### config.mk
export PLATFORM = sky130hd
export DESIGN_NAME = serial_borrow_subtractor
export DESIGN_NICKNAME = d
export VERILOG_FILES = /design/src/rtl/serial_borrow_subtractor.sv
export SDC_FILE = /design/constraint.sdc
export NUM_CORES = 1
export LEC_CHECK = 0
export CORE_ASPECT_RATIO = 0.9
export CORE_UTILIZATION = 48
export DETAILED_ROUTE_END_ITERATION = 6
export GPL_ROUTABILITY_DRIVEN = 0
export GPL_TIMING_DRIVEN = 0
export MAX_ROUTING_LAYER = met4
export PLACE_DENSITY = 0.75
export SLEW_MARGIN = 20
export SYNTH_ARGS = -nofsm -noshare
export SYNTH_HDL_FRONTEND = slang
export SYNTH_SLANG_ARGS = --single-unit
export TNS_END_PERCENT = 1
### constraint.sdc
create_clock -name clk_i -period 1.75 [get_ports clk_i]
set_input_delay 0.35 -clock clk_i [delete_from_list [all_inputs] [get_ports clk_i]]
set_output_delay 0.35 -clock clk_i [all_outputs]
set_load 0.01 [all_outputs]
### src/rtl/serial_borrow_subtractor.sv
// Digit-serial subtractor d = a - b - boin, LSB digit first, with start/busy/done handshake.
// Define SUB_OVERFLOW_EN to add the signed-overflow output ovf_o.
module serial_borrow_subtractor #(
    parameter int WIDTH = 8,
    parameter int DIGIT = 1
) (
    input  logic             clk_i,
    input  logic             rst_i,
    input  logic             start_i,
    input  logic [WIDTH-1:0] a_i,
    input  logic [WIDTH-1:0] b_i,
    input  logic             boin_i,
    output logic             busy_o,
    output logic             done_o,
    output logic [WIDTH-1:0] d_o,
    output logic             boout_o
`ifdef SUB_OVERFLOW_EN
    ,
    output logic             ovf_o
`endif
);
    localparam int NDIG = WIDTH / DIGIT;
    localparam int CW = (NDIG > 1) ? $clog2(NDIG) : 1;
    localparam logic [CW-1:0] LAST = CW'(NDIG - 1);

    // state | meaning
    // IDLE  | waiting for start
    // RUN   | one digit per edge, LSB digit first
    // DONE  | result valid, done pulse; a start here chains the next operation
    typedef enum logic [1:0] {IDLE, RUN, DONE} state_t;

    state_t           state_q, state_d;
    logic [WIDTH-1:0] a_q, a_d, b_q, b_d, acc_q, acc_d, d_q, d_d;
    logic [CW-1:0]    cnt_q, cnt_d;
    logic             borrow_q, borrow_d, boout_q, boout_d;
    logic [DIGIT:0]   dig_diff;
    logic             accept, wr_res;

    assign dig_diff = {1'b0, a_q[DIGIT-1:0]} - {1'b0, b_q[DIGIT-1:0]}
                    - {{DIGIT{1'b0}}, borrow_q};

    always_comb begin
        state_d  = state_q;
        a_d      = a_q;
        b_d      = b_q;
        acc_d    = acc_q;
        cnt_d    = cnt_q;
        borrow_d = borrow_q;
        d_d      = d_q;
        boout_d  = boout_q;
        accept   = 1'b0;
        wr_res   = 1'b0;
        case (state_q)
            IDLE: accept = start_i;
            RUN: begin
                a_d      = a_q >> DIGIT;
                b_d      = b_q >> DIGIT;
                // Result digits enter at the top and drift down to their final position.
                acc_d    = (acc_q >> DIGIT) | (WIDTH'(dig_diff[DIGIT-1:0]) << (WIDTH - DIGIT));
                borrow_d = dig_diff[DIGIT];
                cnt_d    = cnt_q + CW'(1);
                if (cnt_q == LAST) begin
                    wr_res  = 1'b1;
                    d_d     = acc_d;
                    boout_d = dig_diff[DIGIT];
                    state_d = DONE;
                end
            end
            DONE: begin
                accept  = start_i;
                state_d = IDLE;
            end
            default: state_d = IDLE;
        endcase
        if (accept) begin
            a_d      = a_i;
            b_d      = b_i;
            borrow_d = boin_i;
            acc_d    = '0;
            cnt_d    = '0;
            state_d  = RUN;
        end
    end

    always_ff @(posedge clk_i) begin
        if (rst_i) begin
            state_q  <= IDLE;
            a_q      <= '0;
            b_q      <= '0;
            acc_q    <= '0;
            cnt_q    <= '0;
            borrow_q <= 1'b0;
            d_q      <= '0;
            boout_q  <= 1'b0;
        end else begin
            state_q  <= state_d;
            a_q      <= a_d;
            b_q      <= b_d;
            acc_q    <= acc_d;
            cnt_q    <= cnt_d;
            borrow_q <= borrow_d;
            d_q      <= d_d;
            boout_q  <= boout_d;
        end
    end

`ifdef SUB_OVERFLOW_EN
    logic a_msb_q, b_msb_q, ovf_q;

    always_ff @(posedge clk_i) begin
        if (rst_i) begin
            a_msb_q <= 1'b0;
            b_msb_q <= 1'b0;
            ovf_q   <= 1'b0;
        end else begin
            if (accept) begin
                a_msb_q <= a_i[WIDTH-1];
                b_msb_q <= b_i[WIDTH-1];
            end
            if (wr_res) begin
                ovf_q <= (a_msb_q != b_msb_q) && (acc_d[WIDTH-1] != a_msb_q);
            end
        end
    end

    assign ovf_o = ovf_q;
`endif

    assign busy_o  = (state_q == RUN);
    assign done_o  = (state_q == DONE);
    assign d_o     = d_q;
    assign boout_o = boout_q;

endmodule

==> Word-level counts from Yosys, hierarchy flattened <==
Index checks and enable logic that the tools add are counted.
{ "totals": {"ff_bits": 39, "latchBits": 0, "ramBits": 0, "romBits": 0, "input_bits": 20, "output_inout_bits": 11, "wordCells": 37, "mem_count": 0} }
{ "op_classes": {"n_addsub": 3, "mul": 0, "n_div": 0, "n_lt_le_gt_ge": 0, "eq_ne": 6, "shifts": 0, "n_mux": 10, "n_bitwise": 2, "n_reduce_logical": 7} }
{ "ops": {"columns": ["op", "n"], "rows": [
  ["8-bit two-way mux", 4],
  ["7-bit by 8-bit bitwise OR with 8-bit output", 1],
  ["2-bit AND reduction", 3],
  ["1-bit two-way mux", 4],
  ["2-bit case mux with 2 select lines", 1],
  ["2-bit OR reduction", 2],
  ["3-bit by 1-bit adder with 3-bit output, second input constant", 1],
  ["3-bit equality test, second input constant", 1],
  ["3-bit by 1-bit inequality test with 1-bit output, second input constant", 1],
  ["2-bit by 1-bit equality test with 1-bit output, second input constant", 1],
  ["2-bit equality test, second input constant", 1],
  ["2-bit zero test", 1],
  ["2-bit two-way mux", 1],
  ["2-bit by 1-bit inequality test with 1-bit output, second input constant", 1],
  ["2-bit inequality test, second input constant", 1],
  ["2-bit nonzero test", 1],
  ["1-bit by 1-bit subtractor with 2-bit output", 1],
  ["2-bit by 1-bit subtractor with 2-bit output", 1],
  ["1-bit inverter", 1]
]} }

==> Longest topological paths before layout <==
{ "depth": {"word_depth": 5, "ltp_mapped": 7, "depth_no_buf": 5} }

==> Worst setup path after synthesis <==
Ideal clock, no wire load.
{ "synth_timing": {"path_type": "register -> register", "from": "reg cnt_q[0]", "to": "reg state_q[0]", "setup_ps": 128, "arrival_time_ps": 1091, "t_required_ps": 1622, "setup_slack_ps": 531, "path_stages_with_launch": 6, "path_buffers": 1, "period_less_slack_ps": 1219, "cell_sequence": "dfxtp_1 > ha_1 > ha_1 > buf_1 > o21a_1 > nor2_1"} }
{ "synth_between": {"elab_chain_cells": 3} }
{ "synth_lines": {"columns": ["element", "line", "text"], "rows": [
  ["from (decl)", "34", "logic [CW-1:0] cnt_q, cnt_d;"],
  ["from (signal assigned)", "100", "cnt_q <= cnt_d;"],
  ["3-bit equality test", "62", "if (cnt_q == LAST) begin"],
  ["3-bit by 1-bit inequality test with 1-bit output (no source line)", null, null],
  ["2-bit AND reduction (no source line)", null, null],
  ["to (signal assigned)", "96", "state_q <= state_d;"],
  ["to (decl)", "32", "state_t state_q, state_d;"]
]} }
No other way between the ends.
A chain may end at the register's enable or synchronous reset.

==> Worst setup path in the final report <==
{ "layout_timing": {"from": "reg state_q[1]", "to": "out busy_o"} }
{ "layout_between": {"elab_chain_cells": 1} }
{ "layout_lines": {"columns": ["element", "line", "text"], "rows": [
  ["2-bit by 1-bit equality test with 1-bit output", "129", "assign busy_o = (state_q == RUN);"],
  ["to (decl)", "13", "output logic busy_o,"]
]} }
No other way between the ends.

==> results.py <==
metrics = {
    "status": {
        "status": "finished clean",
    },
    "grt": {
        "overflow": 0,
        "grt_max_degree": 19,
        "grtUsageTotal_pct": 22.91,
        "antenna_found_initial": 0,
        "grt_pass1_wl_um": 5292,
        "grt_pass1_vias": 1170,
    },
    "run": {
        "cap_violations": 0,
    },
    "drt": {
        "wl_um": 3343,
        "firstDrtPassIters": 4,
        "route.detailed.vias_per_inst": 5.332,
        "via_count": 1349,
        "wire_per_inst_um": 13.21,
        "drt_iter0_drc": 40,
        "postRouteAntennaNets": 0,
        "route.detailed.drc": 0,
    },
    "sta": {
        "grt_setup_unrepaired": "false",
        "drv_slew": 0,
        "period_share_pct": 96.36,
        "whs_ns": 0.4551,
        "max_slew.worst_pin.slew_ns": 0.4698,
        "final.min_clock_period_ns": 1.686,
        "clock_skew_ns": 0.006409,
        "setup_tns_ns": 0,
        "clock.fmax_mhz": 593.0,
        "relSlewSlack_pct": 68.68,
        "hold_viol": 0,
        "setup_viol": 0,
    },
    "synthesis": {
        "synth_seq_area_share_pct": 50.41,
        "synth_ff_type": "dfxtp_1",
        "synth_area_leaders": "dfxtp_1 50%, nand2_1 9.0%, a21oi_1 6.3%",
        "synth.largest_area_cell": "dfxtp_1",
        "yosys-top-cells-count": "38 x dfxtp_1, 36 x nand2_1, 19 x a21oi_1",
        "async_flop_share_pct": 0,
        "synth_edf_count": 0,
        "syn-instance-count": 176,
        "synth_top_area_share_pct": 50.41,
        "synth.avg_cell_area_um2": 8.574,
        "synth.most_common_cell": "dfxtp_1",
        "ys_ff_latch": 38,
        "syn_area_um2": 1509,
        "synthesis.nets": 199,
        "yosys_warnings": 0,
        "ys_types": 26,
    },
    "clock_network": {
        "cts_root_buf": "clkbuf_4",
        "cts_tree": "built",
        "cts.hold.buffers_added": 0,
        "cts_buffer_depth": 2,
        "clock_latency_ns": 0.34,
        "cts_sinks": 38,
        "path_clk_slew_ns": 0.10,
        "cts_max_level": 2,
        "cts_buffers": 5,
    },
    "place": {
        "placed_cell_area_um2": 1849,
        "place.port_buffers": 29,
        "dp_hpwl_um": 2338,
    },
    "final_layout": {
        "antennaDiodeCount": 0,
        "syn_to_final_growth_pct": 28.52,
        "drive_above_1_share_pct": 10.33,
        "final_area_um2": 1939,
        "fin_nets": 235,
    },
    "critical_path": {
        "critPathMaxFanout": 7,
        "crit_arrival_ns": 1.34,
        "regToRegStartpoint": "cnt_q[0]$_SDFFE_PP0P_",
        "worstSetupPathType": "reg2out",
        "worstSetupEndpoint": "busy_o",
        "critPathLaunch": "state_q[1]$_SDFFE_PP0P_",
        "start_kind": "register",
        "reg2reg_to": "d_o[2]$_SDFFE_PP0P_",
        "crit_required_ns": 1.40,
        "r2r_cells": 5,
        "r2r_setup_slack_ns": 0.25,
        "crit_path_end_kind": "output port",
    },
    "die": {
        "dieArea_um2": 3372,
        "rows": 18,
        "die_w_um": 61.10,
        "die_h_um": 55.19,
        "core-area_um2": 2860,
        "start_util_pct": 52.76,
        "pin_count": 31,
    },
    "power": {
        "p_per_area_nw_per_um2": 903.5,
        "leakage_nw": 0.6997,
        "peakVddDrop_v": 0.0005960,
    },
    "hold_path": {
        "min_path_type": "in2reg",
    },
}
[layout by cell type, fill, tap and decap left out, types with 2 or more instances in the layout]
| cell | n |
|---|---|
| clkbuf_1 | 5 |
| a21oi_1 | 19 |
| dfxtp_2 | 2 |
| buf_2 | 7 |
| nand2b_1 | 3 |
| dfxtp_1 | 36 |
| nand3_1 | 10 |
| a311oi_1 | 6 |
| nand2_1 | 36 |
| clkbuf_4 | 5 |
| nor2b_1 | 2 |
| a22oi_1 | 2 |
| buf_4 | 2 |
| ha_1 | 2 |
| clkdlybuf4s50_1 | 27 |
| o22ai_1 | 7 |
| nor3_1 | 16 |
| nor2_1 | 10 |
| mux2i_1 | 2 |
[how the worst min path moves through the flow]
stage | start | end | slack (ns) | depth (start not counted)
after global routing | rst_i | a_q[4]$_SDFFE_PP0P_ | 0.49 | 2
after floorplan | acc_q[1]$_SDFFE_PP0P_ | acc_q[1]$_SDFFE_PP0P_ | 0.44 | 2
after CTS | rst_i | a_q[4]$_SDFFE_PP0P_ | 0.45 | 2
after global placement | d_o[5]$_SDFFE_PP0P_ | d_o[5]$_SDFFE_PP0P_ | 0.44 | 2
after detailed placement | acc_q[1]$_SDFFE_PP0P_ | acc_q[1]$_SDFFE_PP0P_ | 0.45 | 2
final | rst_i | a_q[4]$_SDFFE_PP0P_ | 0.46 | 2
[per-layer routing]
layer  vias to the layer above  track usage [%]  part of all wire, %
li1                        687                -                    -
met1                       614            29.17                   48
met2                        42            35.69                   45
met3                         6            5.581                  5.2
met4                         0            7.955                  1.3
met5                         -                -                    0
[through the flow]
step	std cells	power (W)	worst slack, ns	utilization, %
final	253	0.001752	0.06375	67.80
after floorplan	176	0.001100	0.5310	-
after global placement	245	0.001180	-0.08851	64.65
after CTS	253	0.001766	0.03781	67.72
after detailed placement	245	0.001191	-0.1122	64.65
after global routing	253	0.001829	0.01204	67.80
[critical path, cell delays in order, from the launching register on]
cell and delay, ns:
dfxtp_2 0.34, nand2b_1 0.11, buf_6 0.13, clkinv_2 0.08
buf_12 0.13, clkdlybuf4s15_2 0.21
[cell type report]
cell class              count  area, um2
clock buffers               7      45.04
inverters                   2      8.758
flip-flops and latches     38      763.2
multi-input cells         121      651.9
well taps                  40      50.05
fillers                   246      920.9
plain buffers              14      88.84
repair buffers             30      301.5
clock inverters             1      30.03
[what timing repair did]
item / 4_1_cts / 5_1_grt
endpoints found under the setup margin: 1 / 1
buffers inserted: 1 / 0
gates resized for setup: 8 / 1
[cells by family after synthesis]
kind of cell	synth area share, %
AOI/OAI and AO/OA	15.67
xor gates and xnor gates	0.5805
adders and majority gates	2.985
buffers and inverters	6.383
DFF	50.41
muxes	1.327
and+or+nand+nor	22.64
[power breakdown]
part / total (W) / internal [W] / switching, W
Combinational: 0.000245 / 0.000118 / 0.000127
Sequential: 0.000931 / 0.000907 / 0.0000245
Clock: 0.000576 / 0.000303 / 0.000273
Total: 0.00175 / 0.00133 / 0.000424
[flip-flops by register name (all words and copies together) (netlist names)]
| name | flops |
|---|---|
| a_q | 8 |
| acc_q | 7 |
| b_q | 8 |
| boout_o | 1 |
| borrow_q | 1 |
| cnt_q | 3 |
| d_o | 8 |
| state_q | 2 |
(Power assumes the default switching activity.)
